File: src/rtl/fir_chk_pkg.sv
// Shared types and constants for the FIR output checker.
package fir_chk_pkg;

    typedef enum logic [1:0] {
        ST_IDLE  = 2'd0,
        ST_RUN   = 2'd1,
        ST_DRAIN = 2'd2,
        ST_DONE  = 2'd3
    } state_t;

    localparam int unsigned      CNT_W   = 16;
    localparam logic [CNT_W-1:0] CNT_MAX = '1;

    // ceil(log2(taps)): guard bits needed to sum taps full-width products
    function automatic int unsigned guard_bits(input int unsigned taps);
        int unsigned g;
        g = 0;
        while ((64'd1 << g) < 64'(taps)) g = g + 1;
        return g;
    endfunction

endpackage

File: src/rtl/fir_chk_fifo.sv
// Synchronous FIFO for expected samples; push while full is accepted only with a pop.
module fir_chk_fifo
    import fir_chk_pkg::*;
#(
    parameter int unsigned W     = 13,
    parameter int unsigned DEPTH = 8
) (
    input  logic         i_clk,
    input  logic         i_rst_n,
    input  logic         i_push,
    input  logic         i_pop,
    input  logic [W-1:0] i_din,
    output logic [W-1:0] o_dout_c,
    output logic         o_full_c,
    output logic         o_empty_c
);

    localparam int unsigned PTR_W = $clog2(DEPTH);

    logic [PTR_W:0] r_wr_ptr;
    logic [PTR_W:0] r_rd_ptr;
    logic [W-1:0]   r_mem [DEPTH];
    logic           w_wr_en;
    logic           w_rd_en;

    // Extra pointer MSB distinguishes full from empty
    assign o_empty_c = (r_wr_ptr == r_rd_ptr);
    assign o_full_c  = (r_wr_ptr[PTR_W] != r_rd_ptr[PTR_W]) &&
                       (r_wr_ptr[PTR_W-1:0] == r_rd_ptr[PTR_W-1:0]);
    assign w_rd_en   = i_pop && !o_empty_c;
    assign w_wr_en   = i_push && (!o_full_c || w_rd_en);
    assign o_dout_c  = r_mem[r_rd_ptr[PTR_W-1:0]];

    always_ff @(posedge i_clk) begin
        if (!i_rst_n) begin
            r_wr_ptr <= '0;
            r_rd_ptr <= '0;
        end else begin
            if (w_wr_en) r_wr_ptr <= r_wr_ptr + (PTR_W+1)'(1);
            if (w_rd_en) r_rd_ptr <= r_rd_ptr + (PTR_W+1)'(1);
        end
    end

    always_ff @(posedge i_clk) begin
        if (w_wr_en) r_mem[r_wr_ptr[PTR_W-1:0]] <= i_din;
    end

endmodule

File: config.mk
export PLATFORM = sky130hd
export DESIGN_NAME = fir_chk_fifo
export DESIGN_NICKNAME = d
export VERILOG_FILES = /design/src/rtl/fir_chk_pkg.sv /design/src/rtl/fir_chk_fifo.sv
export SDC_FILE = /design/constraint.sdc
export NUM_CORES = 1
export LEC_CHECK = 0
export CORE_MARGIN = 1
export CORE_UTILIZATION = 46
export DETAILED_ROUTE_END_ITERATION = 12
export HOLD_SLACK_MARGIN = 0.03
export PLACE_DENSITY = 0.68
export SETUP_SLACK_MARGIN = 0.4
export SLEW_MARGIN = 20
export SYNTH_ARGS = -nofsm -noshare
export SYNTH_HDL_FRONTEND = slang
export SYNTH_SLANG_ARGS = --single-unit
File: constraint.sdc
create_clock -name i_clk -period 5.2 [get_ports i_clk]
set_input_delay 1.56 -clock i_clk [delete_from_list [all_inputs] [get_ports i_clk]]
set_output_delay 1.56 -clock i_clk [all_outputs]
set_load 0.02 [all_outputs]
### After elaboration in Yosys (flattened, before gate mapping)

Memories as Yosys holds them, arrays and structs flattened. A register that Yosys moved wholly into a read port is not among the register bits.
Cells that the tools add are included.

| storage, ports and cells | value |
|---|---|
| word-level logic and storage cells | 18 |
| memories | 1 |
| memory bits (writable) | 104 |
| bits in registers | 8 |
| output and inout port bits | 15 |

Memories:

| name | words | bits a word | rd ports | clocked after memory_dff | wr ports | RTL line | RTL |
|---|---|---|---|---|---|---|---|
| r_mem | 8 | 13 | 1 | 1 | 1 | fir_chk_fifo.sv:22 | `logic [W-1:0] r_mem [DEPTH];` |

| operators by class | value |
|---|---|
| equality and inequality tests | 3 |
| $add $sub $neg | 2 |
| reduce and logical (&&, ||, !) cells | 6 |
| mux-type cells | 4 |

Operator list:

| operator | number |
|---|---|
| $add 4x1->4 const B | 2 |
| $mux 3 | 2 |
| $eq 4x4->1 | 1 |
| $eq 3x3->1 | 1 |
| $logic_and 1x1->1 | 3 |
| $logic_not 1->1 | 2 |
| $mux 1 | 2 |
| $logic_or 1x1->1 | 1 |
| $ne 1x1->1 | 1 |

### Longest topological paths before layout

| logic depth | value |
|---|---|
| depth after elaboration | 7 |
| mapped depth | 6 |

### Worst setup path before layout

Ideal clock, no wire load.

| path | value |
|---|---|
| kind | input -> register |
| start point | input port i_pop |
| end point | memory r_mem[0][0] (enable) |
| stages | 2 |
| path slack | 1.828 ns |
| path buffers | 0 |
| data required time | 4.783 ns |
| setup time | 0.417 ns |
| data arrival time | 2.955 ns |
| path through | o21ai_2 > nor4_1 |

| on the way | value |
|---|---|
| word-level cells in the longest chain between the ends | 5 |

Ends and longest elaborated chain:

| what | RTL line | RTL |
|---|---|---|
| from (decl) | fir_chk_fifo.sv:11 | `input logic i_pop,` |
| $logic_and 1x1->1 | fir_chk_fifo.sv:30 | `assign w_rd_en = i_pop && !o_empty_c;` |
| $logic_or 1x1->1 | fir_chk_fifo.sv:31 | `assign w_wr_en = i_push && (!o_full_c \|\| w_rd_en);` |
| $logic_and 1x1->1 | fir_chk_fifo.sv:31 |  |
| $mux 1 | fir_chk_fifo.sv:45 | `if (w_wr_en) r_mem[r_wr_ptr[PTR_W-1:0]] <= i_din;` |
| $mux 1 (not written as such) | fir_chk_fifo.sv:45 |  |
| to (decl) | fir_chk_fifo.sv:22 |  |

No other way between the ends.

==> reports/metrics.csv <==
stage,metric,value,unit
clocking,htree_levels,4,
clocking,clock_sinks,115,
pwr,pwr-share-comb,0.132,
logic_synthesis,synth_warnings,0,
logic_synthesis,synth-compound-area-share,0.0165,
sta,fin_crit_sh,0.809,
sta,fin_worst_skew,7.81,ps
final_layout,nets,289,
pwr,netSwitchingPower,540,uW
worst_setup_path,end_kind,output pin,
global_routing,grt_use_total,0.179,
logic_synthesis,synth_seq_cells,115,
worst_setup_path,r2r_slack,2900,ps
clocking,cts_hold_buffers,0,
logic_synthesis,synth_top_family_by_area,multiplexers,
global_routing,grt_max_degree,21,
final_layout,area_delta_synth_final,24.0,%
logic_synthesis,syn_nets,240,
detailed_routing,wl_per_cell,19.1,um
clocking,cts_tree,built,
worst_setup_path,crit_fanout,11,
clocking,clockRootBuffer,clkbuf_8,
pwr,vdd_drop_max,0.000243,V
worst_setup_path,arrival,2650,ps
placement,dp_hpwl,4.47,mm
worst_setup_path,critical_path_class,flip-flop to output pin,
die,die_w,101,um
worst_setup_path,cp_data_required_time,3640,ps
detailed_routing,first_iter_violations,88,
detailed_routing,drc,0,
detailed_routing,drt-vias-per-instance,5.28,
sta,slew_violations,0,
logic_synthesis,netlist_area,4480,um^2
detailed_routing,antenna_left,0,
pwr,p_leak,1.81,nW
die,die-area,10100,um^2
clocking,cts_setup_buffers,0,
clocking,cts_resized,0,
detailed_routing,routed-via-count,2169,
pwr,p_clk_frac,0.438,
logic_synthesis,yosys.area_share.simple,0.0301,
sta,rsz0062_at_grt,false,
placement,gp_congestion,0.689,
logic_synthesis,ys_types,30,
global_routing,globalRouteOverflowTotal,0,
logic_synthesis,syn_avg_cell_area,20.3,um^2
sta,hold_violations,0,
die,io_pins,32,
detailed_routing,drt-pass1-iter-count,4,
global_routing,grt_pass1_wl,12.3,mm
die,initial_core_util,0.481,
pwr,p_per_area,445,nW/um^2
logic_synthesis,synth_xor_xnor_area_share,0.0117,
logic_synthesis,syn_inst,221,
detailed_routing,wl,7.85,mm
logic_synthesis,muxShareOfSynthArea,0.172,
sta,worstMarginPinSlew,924,ps
sta,maxSlewHeadroom,0.383,
final_layout,fin_util,0.596,
sta,finalSetupViolations,0,
sta,fin_crit,4210,ps
final_layout,final_layout_size_suffix_gt1_frac,0.298,
clocking,numCtsBuffers,17,
final_layout,fillers,685,
run_status,status,"complete, no violations",
die,die_y,101,um
pwr,seqPwrFrac,0.430,
final_layout,n_antenna_cell,0,
worst_hold_path,hold_path.class,flip-flop to flip-flop,
worst_setup_path,start_kind,flip-flop,
global_routing,antenna_found_initial,0,
logic_synthesis,synth_fa_ha_area_frac,0.00558,
global_routing,grt_pass1_vias,2314,
pwr,p_int,1.93,mW
placement,portBuffers,31,
sta,finalSetupTns,0,ps
clocking,worstSkewPairLatency,500,ps
clocking,cts_buffer_depth,2,
run,cap_violations,0,
logic_synthesis,ys_seq_area_frac,0.746,
die,rows,35,
die,core,9330,um^2
pwr,sw_frac_of_total,0.218,
clocking,clk_pin_slew,60,ps
sta,max_freq,238,MHz
cells in the final DEF (no fill, tap or decap), types with 6 or more instances in the layout:
cell,n
buf_4,10
nand2_1,6
dfxtp_1,10
mux4_2,26
edfxtp_1,104
clkbuf_16,16
nor2_1,6
clkdlybuf4s50_1,31
mux2_2,13
registers in the layout, summed over array words and instances (netlist names), named ones only:
signal,cells
r_mem,104
r_rd_ptr,4
r_wr_ptr,4
through the flow:
step | power (mW) | worst slack (ps) | instance area [um^2] | hold slack, ps | cells
after floorplan | 1.30 | 1830 | 4480 | 479 | 221
after global placement | 1.41 | 1470 | 5000 | 493 | 380
after detailed placement | 1.41 | 1460 | 5000 | 501 | 380
after CTS | 2.50 | 909 | 5560 | 511 | 411
after global routing | 2.57 | 838 | 5560 | 529 | 411
final | 2.47 | 994 | 5560 | 506 | 411
worst paths after layout:
path	cells after the start	to	start
min reg2reg	2	r_wr_ptr[3]$_SDFFE_PN0P_	r_wr_ptr[3]$_SDFFE_PN0P_
max reg2reg	4	r_mem[6][12]$_DFFE_PP_	r_wr_ptr[1]$_SDFFE_PN0P_
max	4	o_dout_c[1]	flip-flop
min	2	r_wr_ptr[3]$_SDFFE_PN0P_	r_wr_ptr[3]$_SDFFE_PN0P_
Yosys cell counts, drive strengths merged:
| cell type | number | area share |
|---|---|---|
| xor2 | 2 | 0.0039 |
| nor2 | 7 | 0.0059 |
| nand2b | 3 | 0.0042 |
| nand3 | 2 | 0.0022 |
| nor3 | 4 | 0.0045 |
| buf | 9 | 0.012 |
| dfxtp | 11 | 0.049 |
| nor4 | 1 | 0.0014 |
| a21oi | 4 | 0.0045 |
| o21ai | 3 | 0.0042 |
| nand2 | 6 | 0.0050 |
| ha | 2 | 0.0056 |
| nand4 | 3 | 0.0042 |
| a211oi | 1 | 0.0017 |
| clkbuf | 2 | 0.0020 |
| or3 | 2 | 0.0028 |
| o211ai | 1 | 0.0017 |
| a41o | 1 | 0.0022 |
| inv | 5 | 0.0042 |
| a311o | 1 | 0.0022 |
| mux2i | 4 | 0.0089 |
| xnor2 | 4 | 0.0078 |
| mux2 | 13 | 0.033 |
| mux4 | 26 | 0.13 |
| edfxtp | 104 | 0.70 |
layout make-up:
| class | instances | area [um^2] | area share |
|---|---|---|---|
| clock inverter | 13 | 143 | 0.0257 |
| multi-input combinational | 90 | 1090 | 0.196 |
| tap | 129 | 161 | 0.0290 |
| sequential | 115 | 3340 | 0.602 |
| inverter | 5 | 18.8 | 0.00338 |
| clock buffer | 18 | 418 | 0.0752 |
| timing repair buffer | 41 | 385 | 0.0693 |
layer usage:
metal	GRT usage	vias up	wire length, um	share of wire
li1	-	995	-	-
met1	0.202	1095	3060	0.39
met2	0.303	75	4150	0.53
met3	0.0583	4	588	0.075
met4	0.0948	0	48	0.0061
met5	0	-	0	0
logic make-up after synthesis:
family | after synthesis
flip-flops | 115
multiplexers | 43
AND/OR/NAND/NOR | 28
buffers and inverters | 16
AO/OA/AOI/OAI | 11
XOR/XNOR | 6
adder cells (fa/ha/maj) | 2
power by group through the flow:
| stage | Clock [mW] | Sequential (mW) | Combinational [mW] |
|---|---|---|---|
| after global placement | 0 | 1.08 | 0.328 |
| after global routing | 1.15 | 1.07 | 0.352 |
| final | 1.08 | 1.06 | 0.327 |
| after detailed placement | 0 | 1.08 | 0.331 |
| after floorplan | 0 | 1.06 | 0.233 |
| after CTS | 1.10 | 1.06 | 0.333 |
critical path: stages (launching register included):
cell and delay (ps):
dfxtp_2 480, buf_4 320, mux4_2 530, mux2_2 270
clkdlybuf4s50_1 540
Power figures use the tool's default switching activity.
